===== config.mk =====
export PLATFORM = sky130hd
export DESIGN_NAME = sb_rr_bus
export DESIGN_NICKNAME = d
export VERILOG_FILES = /design/src/rtl/sb_bus_pkg.sv /design/src/rtl/sb_rr_arbiter.sv /design/src/rtl/sb_rr_bus.sv
export SDC_FILE = /design/constraint.sdc
export NUM_CORES = 1
export LEC_CHECK = 0
export CAP_MARGIN = 40
export CORE_AREA = 2 2 227 229
export CTS_CLUSTER_DIAMETER = 120
export DETAILED_ROUTE_END_ITERATION = 10
export DIE_AREA = 0 0 229 231
export GPL_ROUTABILITY_DRIVEN = 0
export PLACE_DENSITY = 0.36
export RECOVER_POWER = 50
export SLEW_MARGIN = 20
export SYNTH_ARGS = -nofsm -noshare
export SYNTH_HDL_FRONTEND = slang
export SYNTH_HIERARCHICAL = 1
export SYNTH_SLANG_ARGS = --single-unit

===== constraint.sdc =====
create_clock -name clk_i -period 3.89 [get_ports clk_i]
set_clock_uncertainty 0.15 [all_clocks]
set_input_delay 0.778 -clock clk_i [delete_from_list [all_inputs] [get_ports clk_i]]
set_output_delay 0.778 -clock clk_i [all_outputs]
set_load 0.02 [all_outputs]

===== src/rtl/sb_bus_pkg.sv =====
// Shared types and helpers for the round-robin system bus.
//   bus_state_e  : bus FSM states (idle / one transaction outstanding)
//   resp_trk_t   : response-tracking record captured on each grant
//   clog2_min1   : index width helper that never returns zero
// Index fields in resp_trk_t are sized for the largest supported
// configuration (8 hosts, 16 devices); narrower indices are zero-extended.
package sb_bus_pkg;

    localparam int MaxHostIdxW = 3;
    localparam int MaxDevIdxW  = 4;

    typedef enum logic {
        BusIdle = 1'b0,
        BusBusy = 1'b1
    } bus_state_e;

    typedef struct packed {
        logic [MaxHostIdxW-1:0] host_idx;
        logic [MaxDevIdxW-1:0]  dev_idx;
        logic                   dec_err;
    } resp_trk_t;

    function automatic int clog2_min1(input int n);
        return (n <= 1) ? 1 : $clog2(n);
    endfunction

endpackage


===== src/rtl/sb_rr_arbiter.sv =====
// Combinational round-robin arbiter.
//   req : per-requester request vector
//   ptr : index that has highest priority this cycle (must be < N)
//   gnt : one-hot grant, all zero when nothing requests
//   idx : binary index of the granted requester (0 when no grant)
module sb_rr_arbiter
    import sb_bus_pkg::*;
#(
    parameter int N = 2,
    localparam int IdxW = clog2_min1(N)
) (
    input  logic [N-1:0]    req,
    input  logic [IdxW-1:0] ptr,
    output logic [N-1:0]    gnt,
    output logic [IdxW-1:0] idx
);

    logic            found;
    logic [IdxW:0]   pos;

    // Walk the requesters starting at ptr, wrapping at N; first hit wins.
    always_comb begin
        gnt   = '0;
        idx   = '0;
        found = 1'b0;
        pos   = '0;
        for (int k = 0; k < N; k++) begin
            pos = {1'b0, ptr} + (IdxW+1)'(k);
            if (pos >= (IdxW+1)'(N)) begin
                pos = pos - (IdxW+1)'(N);
            end
            if (!found && req[pos[IdxW-1:0]]) begin
                found                = 1'b1;
                gnt[pos[IdxW-1:0]]   = 1'b1;
                idx                  = pos[IdxW-1:0];
            end
        end
    end

endmodule


===== src/rtl/sb_rr_bus.sv =====
// Multi-host, multi-device system bus with round-robin arbitration and a
// single outstanding transaction.
//   host_*    : per-host request/grant and response channels (packed vectors)
//   device_*  : one-hot device request, broadcast request fields, responses
//   cfg_*     : per-device base/mask address decode configuration
// A request is accepted in the cycle host_gnt_o[h] is high (req & gnt). The
// matching response is the single cycle host_rvalid_o[h] is high; host_rdata_o
// and host_err_o are meaningful only in that cycle and are zero otherwise.
// Optional macro SB_BUS_PERF_CNT_EN adds per-host saturating grant and wait
// counters (perf_grant_cnt_o, perf_wait_cnt_o).
module sb_rr_bus
    import sb_bus_pkg::*;
#(
    parameter int NrHosts      = 2,
    parameter int NrDevices    = 3,
    parameter int DataWidth    = 32,
    parameter int AddressWidth = 32
) (
    input  logic                            clk_i,
    input  logic                            rst_i,
    input  logic [NrHosts-1:0]              host_req_i,
    output logic [NrHosts-1:0]              host_gnt_o,
    input  logic [NrHosts*AddressWidth-1:0] host_addr_i,
    input  logic [NrHosts-1:0]              host_we_i,
    input  logic [NrHosts*DataWidth/8-1:0]  host_be_i,
    input  logic [NrHosts*DataWidth-1:0]    host_wdata_i,
    output logic [NrHosts-1:0]              host_rvalid_o,
    output logic [NrHosts*DataWidth-1:0]    host_rdata_o,
    output logic [NrHosts-1:0]              host_err_o,
    output logic [NrDevices-1:0]            device_req_o,
    output logic [AddressWidth-1:0]         device_addr_o,
    output logic                            device_we_o,
    output logic [DataWidth/8-1:0]          device_be_o,
    output logic [DataWidth-1:0]            device_wdata_o,
    input  logic [NrDevices-1:0]            device_rvalid_i,
    input  logic [NrDevices*DataWidth-1:0]  device_rdata_i,
    input  logic [NrDevices-1:0]            device_err_i,
    input  logic [NrDevices*AddressWidth-1:0] cfg_device_addr_base_i,
    input  logic [NrDevices*AddressWidth-1:0] cfg_device_addr_mask_i
`ifdef SB_BUS_PERF_CNT_EN
    ,
    output logic [NrHosts*32-1:0]           perf_grant_cnt_o,
    output logic [NrHosts*32-1:0]           perf_wait_cnt_o
`endif
);

    localparam int HostIdxW = clog2_min1(NrHosts);
    localparam int DevIdxW  = clog2_min1(NrDevices);
    localparam int BeW      = DataWidth / 8;

    bus_state_e            state_q;
    resp_trk_t             trk_q;
    logic [HostIdxW-1:0]   rr_q;
    logic [HostIdxW-1:0]   rr_nxt;
    logic [HostIdxW:0]     rr_inc;

    logic                  rsp_valid;
    logic [DataWidth-1:0]  rsp_rdata;
    logic                  rsp_err;
    logic                  complete;
    logic                  can_grant;
    logic                  any_gnt;
    logic [NrHosts-1:0]    arb_req;
    logic [NrHosts-1:0]    gnt;
    logic [HostIdxW-1:0]   gnt_idx;

    logic [AddressWidth-1:0] sel_addr;
    logic                    sel_we;
    logic [BeW-1:0]          sel_be;
    logic [DataWidth-1:0]    sel_wdata;
    logic                    dec_hit;
    logic [DevIdxW-1:0]      dec_idx;

    // Response of the outstanding transaction. A decode error completes on
    // its own in the first busy cycle; rvalid from any other device is ignored.
    always_comb begin
        rsp_valid = 1'b0;
        rsp_rdata = '0;
        rsp_err   = 1'b0;
        if (trk_q.dec_err) begin
            rsp_valid = 1'b1;
            rsp_err   = 1'b1;
        end else begin
            for (int d = 0; d < NrDevices; d++) begin
                if (trk_q.dev_idx == MaxDevIdxW'(d)) begin
                    rsp_valid = device_rvalid_i[d];
                    rsp_rdata = device_rdata_i[d*DataWidth +: DataWidth];
                    rsp_err   = device_err_i[d];
                end
            end
        end
    end

    assign complete  = !rst_i && (state_q == BusBusy) && rsp_valid;
    assign can_grant = !rst_i && ((state_q == BusIdle) || complete);
    assign arb_req   = host_req_i & {NrHosts{can_grant}};
    assign any_gnt   = |gnt;

    sb_rr_arbiter #(
        .N (NrHosts)
    ) u_arb (
        .req (arb_req),
        .ptr (rr_q),
        .gnt (gnt),
        .idx (gnt_idx)
    );

    // Granted host's request fields; all zero when nothing is granted.
    always_comb begin
        sel_addr  = '0;
        sel_we    = 1'b0;
        sel_be    = '0;
        sel_wdata = '0;
        for (int h = 0; h < NrHosts; h++) begin
            if (gnt[h]) begin
                sel_addr  = host_addr_i[h*AddressWidth +: AddressWidth];
                sel_we    = host_we_i[h];
                sel_be    = host_be_i[h*BeW +: BeW];
                sel_wdata = host_wdata_i[h*DataWidth +: DataWidth];
            end
        end
    end

    // Descending scan so the lowest matching device index is left standing.
    always_comb begin
        dec_hit = 1'b0;
        dec_idx = '0;
        for (int d = NrDevices - 1; d >= 0; d--) begin
            if ((sel_addr & cfg_device_addr_mask_i[d*AddressWidth +: AddressWidth])
                == cfg_device_addr_base_i[d*AddressWidth +: AddressWidth]) begin
                dec_hit = 1'b1;
                dec_idx = DevIdxW'(d);
            end
        end
    end

    always_comb begin
        device_req_o = '0;
        for (int d = 0; d < NrDevices; d++) begin
            device_req_o[d] = any_gnt && dec_hit && (dec_idx == DevIdxW'(d));
        end
    end

    assign host_gnt_o     = gnt;
    assign device_addr_o  = sel_addr;
    assign device_we_o    = sel_we;
    assign device_be_o    = sel_be;
    assign device_wdata_o = sel_wdata;

    always_comb begin
        host_rvalid_o = '0;
        host_err_o    = '0;
        host_rdata_o  = '0;
        for (int h = 0; h < NrHosts; h++) begin
            if (complete && (trk_q.host_idx == MaxHostIdxW'(h))) begin
                host_rvalid_o[h]                       = 1'b1;
                host_err_o[h]                          = rsp_err;
                host_rdata_o[h*DataWidth +: DataWidth] = rsp_rdata;
            end
        end
    end

    // Pointer moves to the host after the one just granted, wrapping at NrHosts.
    always_comb begin
        rr_inc = {1'b0, gnt_idx} + (HostIdxW+1)'(1);
        if (rr_inc >= (HostIdxW+1)'(NrHosts)) begin
            rr_inc = rr_inc - (HostIdxW+1)'(NrHosts);
        end
        rr_nxt = rr_inc[HostIdxW-1:0];
    end

    // Bus FSM. A grant always (re)enters BUSY, which covers back-to-back
    // transactions where completion and the next grant share a cycle.
    always_ff @(posedge clk_i) begin
        if (rst_i) begin
            state_q <= BusIdle;
            rr_q    <= '0;
            trk_q   <= '0;
        end else if (any_gnt) begin
            state_q        <= BusBusy;
            rr_q           <= rr_nxt;
            trk_q.host_idx <= MaxHostIdxW'(gnt_idx);
            trk_q.dev_idx  <= MaxDevIdxW'(dec_idx);
            trk_q.dec_err  <= !dec_hit;
        end else if (complete) begin
            state_q <= BusIdle;
        end
    end

`ifdef SB_BUS_PERF_CNT_EN
    always_ff @(posedge clk_i) begin
        if (rst_i) begin
            perf_grant_cnt_o <= '0;
            perf_wait_cnt_o  <= '0;
        end else begin
            for (int h = 0; h < NrHosts; h++) begin
                if (gnt[h] && (perf_grant_cnt_o[h*32 +: 32] != 32'hFFFF_FFFF)) begin
                    perf_grant_cnt_o[h*32 +: 32] <= perf_grant_cnt_o[h*32 +: 32] + 32'd1;
                end
                if (host_req_i[h] && !gnt[h] && (perf_wait_cnt_o[h*32 +: 32] != 32'hFFFF_FFFF)) begin
                    perf_wait_cnt_o[h*32 +: 32] <= perf_wait_cnt_o[h*32 +: 32] + 32'd1;
                end
            end
        end
    end
`endif

endmodule


# Word level (Yosys, flattened, before mapping)
# Index checks and enable logic that the tools add are counted.
word_totals:
  out_inout_bits: 142
  wordCells: 101
  register_bits: 6
  input_bits: 436
classes:
  n_lt_le_gt_ge: 7
  reduce_logical: 21
  bitwise_logic: 6
  eq_ne: 7
  n_addsub: 5
  muxes: 50
op_table:
  columns: ["op", "n"]
  rows:
  - ["two-way mux 32 bit", 10]
  - ["bitwise AND 32 bit", 3]
  - ["== test 32 bit", 3]
  - ["two-way mux 1 bit", 31]
  - ["logical AND 1 bit", 12]
  - ["two-way mux 2 bit", 5]
  - ["two-way mux 4 bit", 2]
  - ["adder 1 x 1 -> 2 bit (second input constant)", 2]
  - ["== test 2 x 1 -> 1 bit (second input constant)", 2]
  - ["== test 2 bit (second input constant)", 2]
  - ["greater-or-equal comparator 2 bit (second input constant)", 2]
  - ["zero test 4 bit", 1]
  - ["< comparator 1 x 2 -> 1 bit (second input constant)", 2]
  - ["zero test 1 bit", 3]
  - ["zero test 3 bit", 1]
  - ["subtractor 1 bit (second input constant)", 3]
  - ["bitwise AND 2 bit", 1]
  - ["demux 1 bit (select 1 bit)", 2]
  - ["greater-or-equal comparator 1 bit (second input constant)", 2]
  - ["greater-or-equal comparator 1 x 2 -> 1 bit (second input constant)", 1]
  - ["zero test 2 bit", 1]
  - ["bitwise OR 2 bit", 1]
  - ["nonzero test 2 bit", 1]
  - ["OR reduction 2 bit", 1]
  - ["other kinds (2)", 2]

# Depth between registers and ports, before layout
logic_depth:
  ltp_word: 24
  depth_mapped: 17
  ltp_nobuf: 13

# Hierarchy
# Netlist, hierarchy kept.
modules_own_cells:
  columns: ["mod", "cells_each", "seq_area_each_um2", "area_each_um2", "n_inst"]
  rows:
  - ["sb_rr_bus", 694, 120.1, 4623.2, 1]
  - ["sb_rr_arbiter", 4, 0.0, 30.0, 1]

# Least setup slack after synthesis
# No wires, ideal clock.
synth_timing:
  path_kind: "input to output"
  startpoint: "input port device_rvalid_i[1]"
  endpoint: "output port device_req_o[2]"
  cell_stages: 15
  n_path_buf: 2
  path_slack_ns: -0.929
  required_ns: 2.962
  arrival_time_ns: 3.891
  cell_sequence: "mux2i_1 > nor2_1 > a211oi_1 > a21oi_1 > and2_1 > a21boi_1 > buf_6 > clkbuf_1 > and2_1 > o21ai_1 > xnor2_1 > nor4_1 > nand4_1 > or2_1 > nor3_1"
synth_between:
  elab_cells_between_ends: 35
  classes_between: "eq/ne: 4; mux: 18; bitwise: 5; reduce/logical: 8"
synth_rtl:
  columns: ["element", "line", "rtl"]
  rows:
  - ["start: declaration", "sb_rr_bus.sv:35", "input logic [NrDevices-1:0] device_rvalid_i,"]
  - ["two-way mux 1 bit (*) (2 in series)", "sb_rr_bus.sv:85", "if (trk_q.dev_idx == MaxDevIdxW'(d)) begin"]
  - ["two-way mux 1 bit (*)", "sb_rr_bus.sv:80", "if (trk_q.dec_err) begin"]
  - ["logical AND 1 bit (*)", "sb_rr_bus.sv:94", "assign complete = !rst_i && (state_q == BusBusy) && rsp_valid;"]
  - ["logical OR 1 bit (*)", "sb_rr_bus.sv:95", "assign can_grant = !rst_i && ((state_q == BusIdle) || complete);"]
  - ["logical AND 1 bit (*)", "sb_rr_bus.sv:95", null]
  - ["bitwise AND 2 bit (*)", "sb_rr_bus.sv:96", "assign arb_req = host_req_i & {NrHosts{can_grant}};"]
  - ["named net arb_req[0]", "sb_rr_bus.sv:63", "logic [NrHosts-1:0] arb_req;"]
  - ["two-way mux 1 bit (not written as such) (2 in series)", "sb_rr_arbiter.sv:32", "if (!found && req[pos[IdxW-1:0]]) begin"]
  - ["(+3 left out)", null, null]
  - ["two-way mux 2 bit (*)", "sb_rr_arbiter.sv:32", null]
  - ["named net host_gnt_o[1]", "sb_rr_bus.sv:22", "output logic [NrHosts-1:0] host_gnt_o,"]
  - ["two-way mux 32 bit", "sb_rr_bus.sv:115", "if (gnt[h]) begin"]
  - ["bitwise AND 32 bit", "sb_rr_bus.sv:129", "if ((sel_addr & cfg_device_addr_mask_i[d*AddressWidth +: AddressWidth])"]
  - ["== test 32 bit", "sb_rr_bus.sv:130", "== cfg_device_addr_base_i[d*AddressWidth +: AddressWidth]) begin"]
  - ["two-way mux 2 bit or two-way mux 1 bit (tied branches) (3 in series)", "sb_rr_bus.sv:129", null]
  - ["== test 2 bit or logical AND 1 bit (tied branches)", "sb_rr_bus.sv:140", "device_req_o[d] = any_gnt && dec_hit && (dec_idx == DevIdxW'(d));"]
  - ["logical AND 1 bit (*)", "sb_rr_bus.sv:140", null]
  - ["end: declaration", "sb_rr_bus.sv:30", "output logic [NrDevices-1:0] device_req_o,"]
# The timed path passes the listed nets; every way through them passes the cells marked *. The select of a mux whose other input is x is not followed.

# Worst setup path after layout
layout_timing:
  startpoint: "input port device_rvalid_i[0]"
  endpoint: "output port device_req_o[2]"
layout_between:
  elab_chain_cells: 23
  elab_cells_between_ends: 36
  classes_between: "eq/ne: 4; mux: 19; bitwise: 5; reduce/logical: 8"
layout_lines:
  columns: ["element", "line"]
  rows:
  - ["two-way mux 1 bit (*) (3 in series)", "sb_rr_bus.sv:85"]
  - ["two-way mux 1 bit (*)", "sb_rr_bus.sv:80"]
  - ["logical AND 1 bit (*)", "sb_rr_bus.sv:94"]
  - ["logical OR 1 bit (*)", "sb_rr_bus.sv:95"]
  - ["logical AND 1 bit (*)", "sb_rr_bus.sv:95"]
  - ["bitwise AND 2 bit (*)", "sb_rr_bus.sv:96"]
  - ["named net arb_req[0]", "sb_rr_bus.sv:63"]
  - ["two-way mux 1 bit (not written as such) (2 in series)", "sb_rr_arbiter.sv:32"]
  - ["(+2 left out)", null]
  - ["logical AND 1 bit", "sb_rr_arbiter.sv:32"]
  - ["two-way mux 2 bit (*)", "sb_rr_arbiter.sv:32"]
  - ["two-way mux 32 bit (2 in series)", "sb_rr_bus.sv:115"]
  - ["bitwise AND 32 bit", "sb_rr_bus.sv:129"]
  - ["== test 32 bit", "sb_rr_bus.sv:130"]
  - ["two-way mux 2 bit or two-way mux 1 bit (tied branches) (3 in series)", "sb_rr_bus.sv:129"]
  - ["== test 2 bit or logical AND 1 bit (tied branches)", "sb_rr_bus.sv:140"]
  - ["logical AND 1 bit (*)", "sb_rr_bus.sv:140"]
# Marks and branches as above.

==> metrics <==
status=finished with violations; failing checks=negative setup slack; worst-margin pin slew=0.637 ns; Hold Crit Class=flop to flop; Setup-failing EPs final=12; Cell Area, Synth=4650 um2; Clock power frac=9.7%; synthesized area per cell=6.67 um2; Int Pwr=1070 uW; root buffer cell=clkbuf_16; cell taking the most area after synthesis=xnor2_1; area of the die=52,900 um2; Buffers on Ports=577; Synth Area in Compound Gates=32.6%; number of max-cap violations=0; Gate power share=86.3%; critical path's largest stage delay=0.37 ns; Final Cycle Share=130%; RSZ-0062 raised after global routing=true; crit path launch type=input port; grt ovf=0; Critical Path, Cell by Cell=buf_6 -> mux2i_4 -> nor2_2 -> a211oi_2 -> a21oi_2 -> and2_4 -> a21boi_4 -> buf_12 -> buf_16 -> and3b_2 -> buf_6 -> o21ai_2 -> buf_4 -> xnor2_1 -> nor4_2 -> nand4_1 -> or2_4 -> nor3_4 -> buf_6; Initial Utilization=9.18%; Reg power frac=4.0%; # DRC=0; top cell type's share of synthesized area=12.0%; pin count of the biggest net entering global routing=35; yosys warns=6; drt wl/cell=21.9 um; ys async rst share=0%; main combinational cell family by area after synthesis=simple AND/OR/NAND/NOR gates; count leader, synth=nor2_1; FMAX=0.198 GHz; worst setup slack after layout=-1.17 ns; Total GRT Usage=16.1%; Net Sw Power=637 uW; largest fanout on the critical path=8; CTS Buf Count=3; final WL=45,400 um; Clock Latency Late Sink=0.23 ns; top post-synthesis cells by area=xnor2_1 12%, mux2i_1 7.3%, a22o_1 7.0%, and3b_1 6.0%, nor2_1 5.8%; Top Family by Delay on Critical Path=simple AND/OR/NAND/NOR gates; CTS tree=done; DRT iter0 DRCs=248; filler instances=5,658; Required @ worst endpoint=2.96 ns; adder-cell share of the synthesized area=0%; Worst Path Buf+Inv=6; clock buffer depth=2; Worst Setup End Kind=primary output; Rel. slew slack=57.5%; die extent in x=229 um; post-route insts no fill=2,073; post-synthesis sequential area ratio=2.58%; Min Hold Slack=0.327 ns; Post-Synth XOR/XNOR Area=12.0%; first-pass GRT wire length=62,500 um; Die Y=231 um; initial antenna violation count=14; #FFs+latches synth=6; Net Count, Synth=1,134; antenna-violating nets left=0; Power Dens Cells=126 nW/um2; I/O pin count=578; Simple-Gate Fraction of Synth Area=39.8%; Leakage=0.00557 uW; Cells after DPL=2,032; post-layout minimum cycle time=5.06 ns; switching power share of the total=37.2%; ys flop type=dfxtp_1; r2r setup slk=-0.04 ns; setup_tns=-4.18 ns; row count=83; H-tree Lvls=1; Core ar.=50,700 um2; placed wire-length estimate=38,600 um; fin nets=1,825; number of flops mapped to enable cells by yosys=0; data arrival time of the worst path=4.13 ns; most frequent cells after synthesis=72 x nor2_1, 64 x xnor2_1, 49 x o21ai_0; multiplexer share of the synthesized area=7.31%; number of global-route vias before repair=8,883; Hold-fix buffers, CTS=0; Yosys cell types=43; via count=8,312; Final Hold Vio Count=0; Crit path top cell by count=buf_6; crit path kind=input port to primary output; routed vias/inst=4.01; area grow syn2layout=193%; drt pass-1 iters=4; Worst VDD drop=131 uV; CTS Sinks=6; critical path's slowest cell=nor4_2; Post-Synthesis Cells=698; Design Power=1710 uW; ratio of cells with drive above 1 in the final layout=27.4%; max-slew violation count=0; clk slew on worst S/H paths=0.03 ns
cell usage in the layout (no fill, tap or decap), drive strengths merged, types with 32 or more instances in the layout:
| cell | synthesis | routed |
|---|---|---|
| a22o | 37 | 37 |
| and2 | 35 | 35 |
| and3b | 32 | 32 |
| buf | 21 | 234 |
| clkdlybuf4s50 | 0 | 492 |
| mux2i | 34 | 34 |
| nand2 | 35 | 35 |
| nand2b | 33 | 33 |
| nor2 | 72 | 72 |
| o21ai | 98 | 98 |
| or2 | 33 | 33 |
| xnor2 | 64 | 64 |
power groups by stage:
stage,clock network (uW),logic [uW],registers (uW)
2_1_floorplan,0,429,69.9
3_3_place_gp,0,1280,69.1
3_5_place_dp,0,1280,68.8
4_1_cts,170,1440,68.2
5_1_grt,172,1560,68.7
6_report,166,1480,68.2
final cells by class:
class / count / area, um2 / area share [%]
Multi-Input combinational cell: 638 / 4970 / 36.5
Timing Repair Buffer: 737 / 7570 / 55.6
Clock buffer: 3 / 75.1 / 0.551
Sequential cell: 6 / 121 / 0.892
Tap cell: 680 / 851 / 6.25
Inverter: 3 / 11.3 / 0.0827
Antenna cell: 6 / 15.0 / 0.110
stage by stage:
stage / util (%) / worst slack [ns] / cell area (um2)
after floorplan: - / -0.294 / 4740
after global placement: 24.0 / -2.38 / 12100
after detailed placement: 24.0 / -2.36 / 12100
after CTS: 26.2 / -1.34 / 13300
after global routing: 26.8 / -1.42 / 13600
final: 26.9 / -1.17 / 13600
cell families after synthesis:
kind of cell / count (synthesis)
xor gates and xnor gates: 64
muxes: 34
DFF: 6
and+or+nand+nor: 323
AOI/OAI and AO/OA: 217
buffers and inverters: 54
final timing paths:
path,start,end,cells after the start
max reg2reg,trk_q[1],trk_q[2],20
min reg2reg,trk_q[5],trk_q[5],2
max,device_rvalid_i[0],device_req_o[2],19
min,trk_q[5],trk_q[5],2
what timing repair did:
item | 4_1_cts | 5_1_grt
pin swaps | 50 | 22
resized for setup | 437 | 168
gates cloned | 9 | 0
hold endpoints to repair | 0 | 0
setup buffers | 25 | 5
setup endpoints to repair | 118 | 89
state kept, by name, summed over array words and instances (netlist names):
signal / count
rr_q: 1
state_q: 1
trk_q: 4
layer usage:
layer	track usage [%]	part of all wire (%)	up-vias
li1	-	-	3992
met1	17.0	37	3821
met4	3.39	2.4	14
met2	30.1	51	429
met5	0	0.21	-
met3	6.31	10	56
worst reg2reg max path, cell delays in order, from the launching register on:
cell and delay (ns):
dfxtp_2 0.36, mux2i_4 0.26, nor2_2 0.07, a211oi_2 0.23, a21oi_2 0.12, and2_4 0.17
a21boi_4 0.14, buf_12 0.15, buf_12 0.16, buf_16 0.14, buf_6 0.12, and3_1 0.16
a311oi_2 0.21, o22ai_2 0.14, nor4_4 0.40, nand4_1 0.25, buf_4 0.22, o21ai_2 0.06
buf_6 0.13, buf_6 0.10, o41ai_4 0.06
Power figures use the tool's default switching activity.
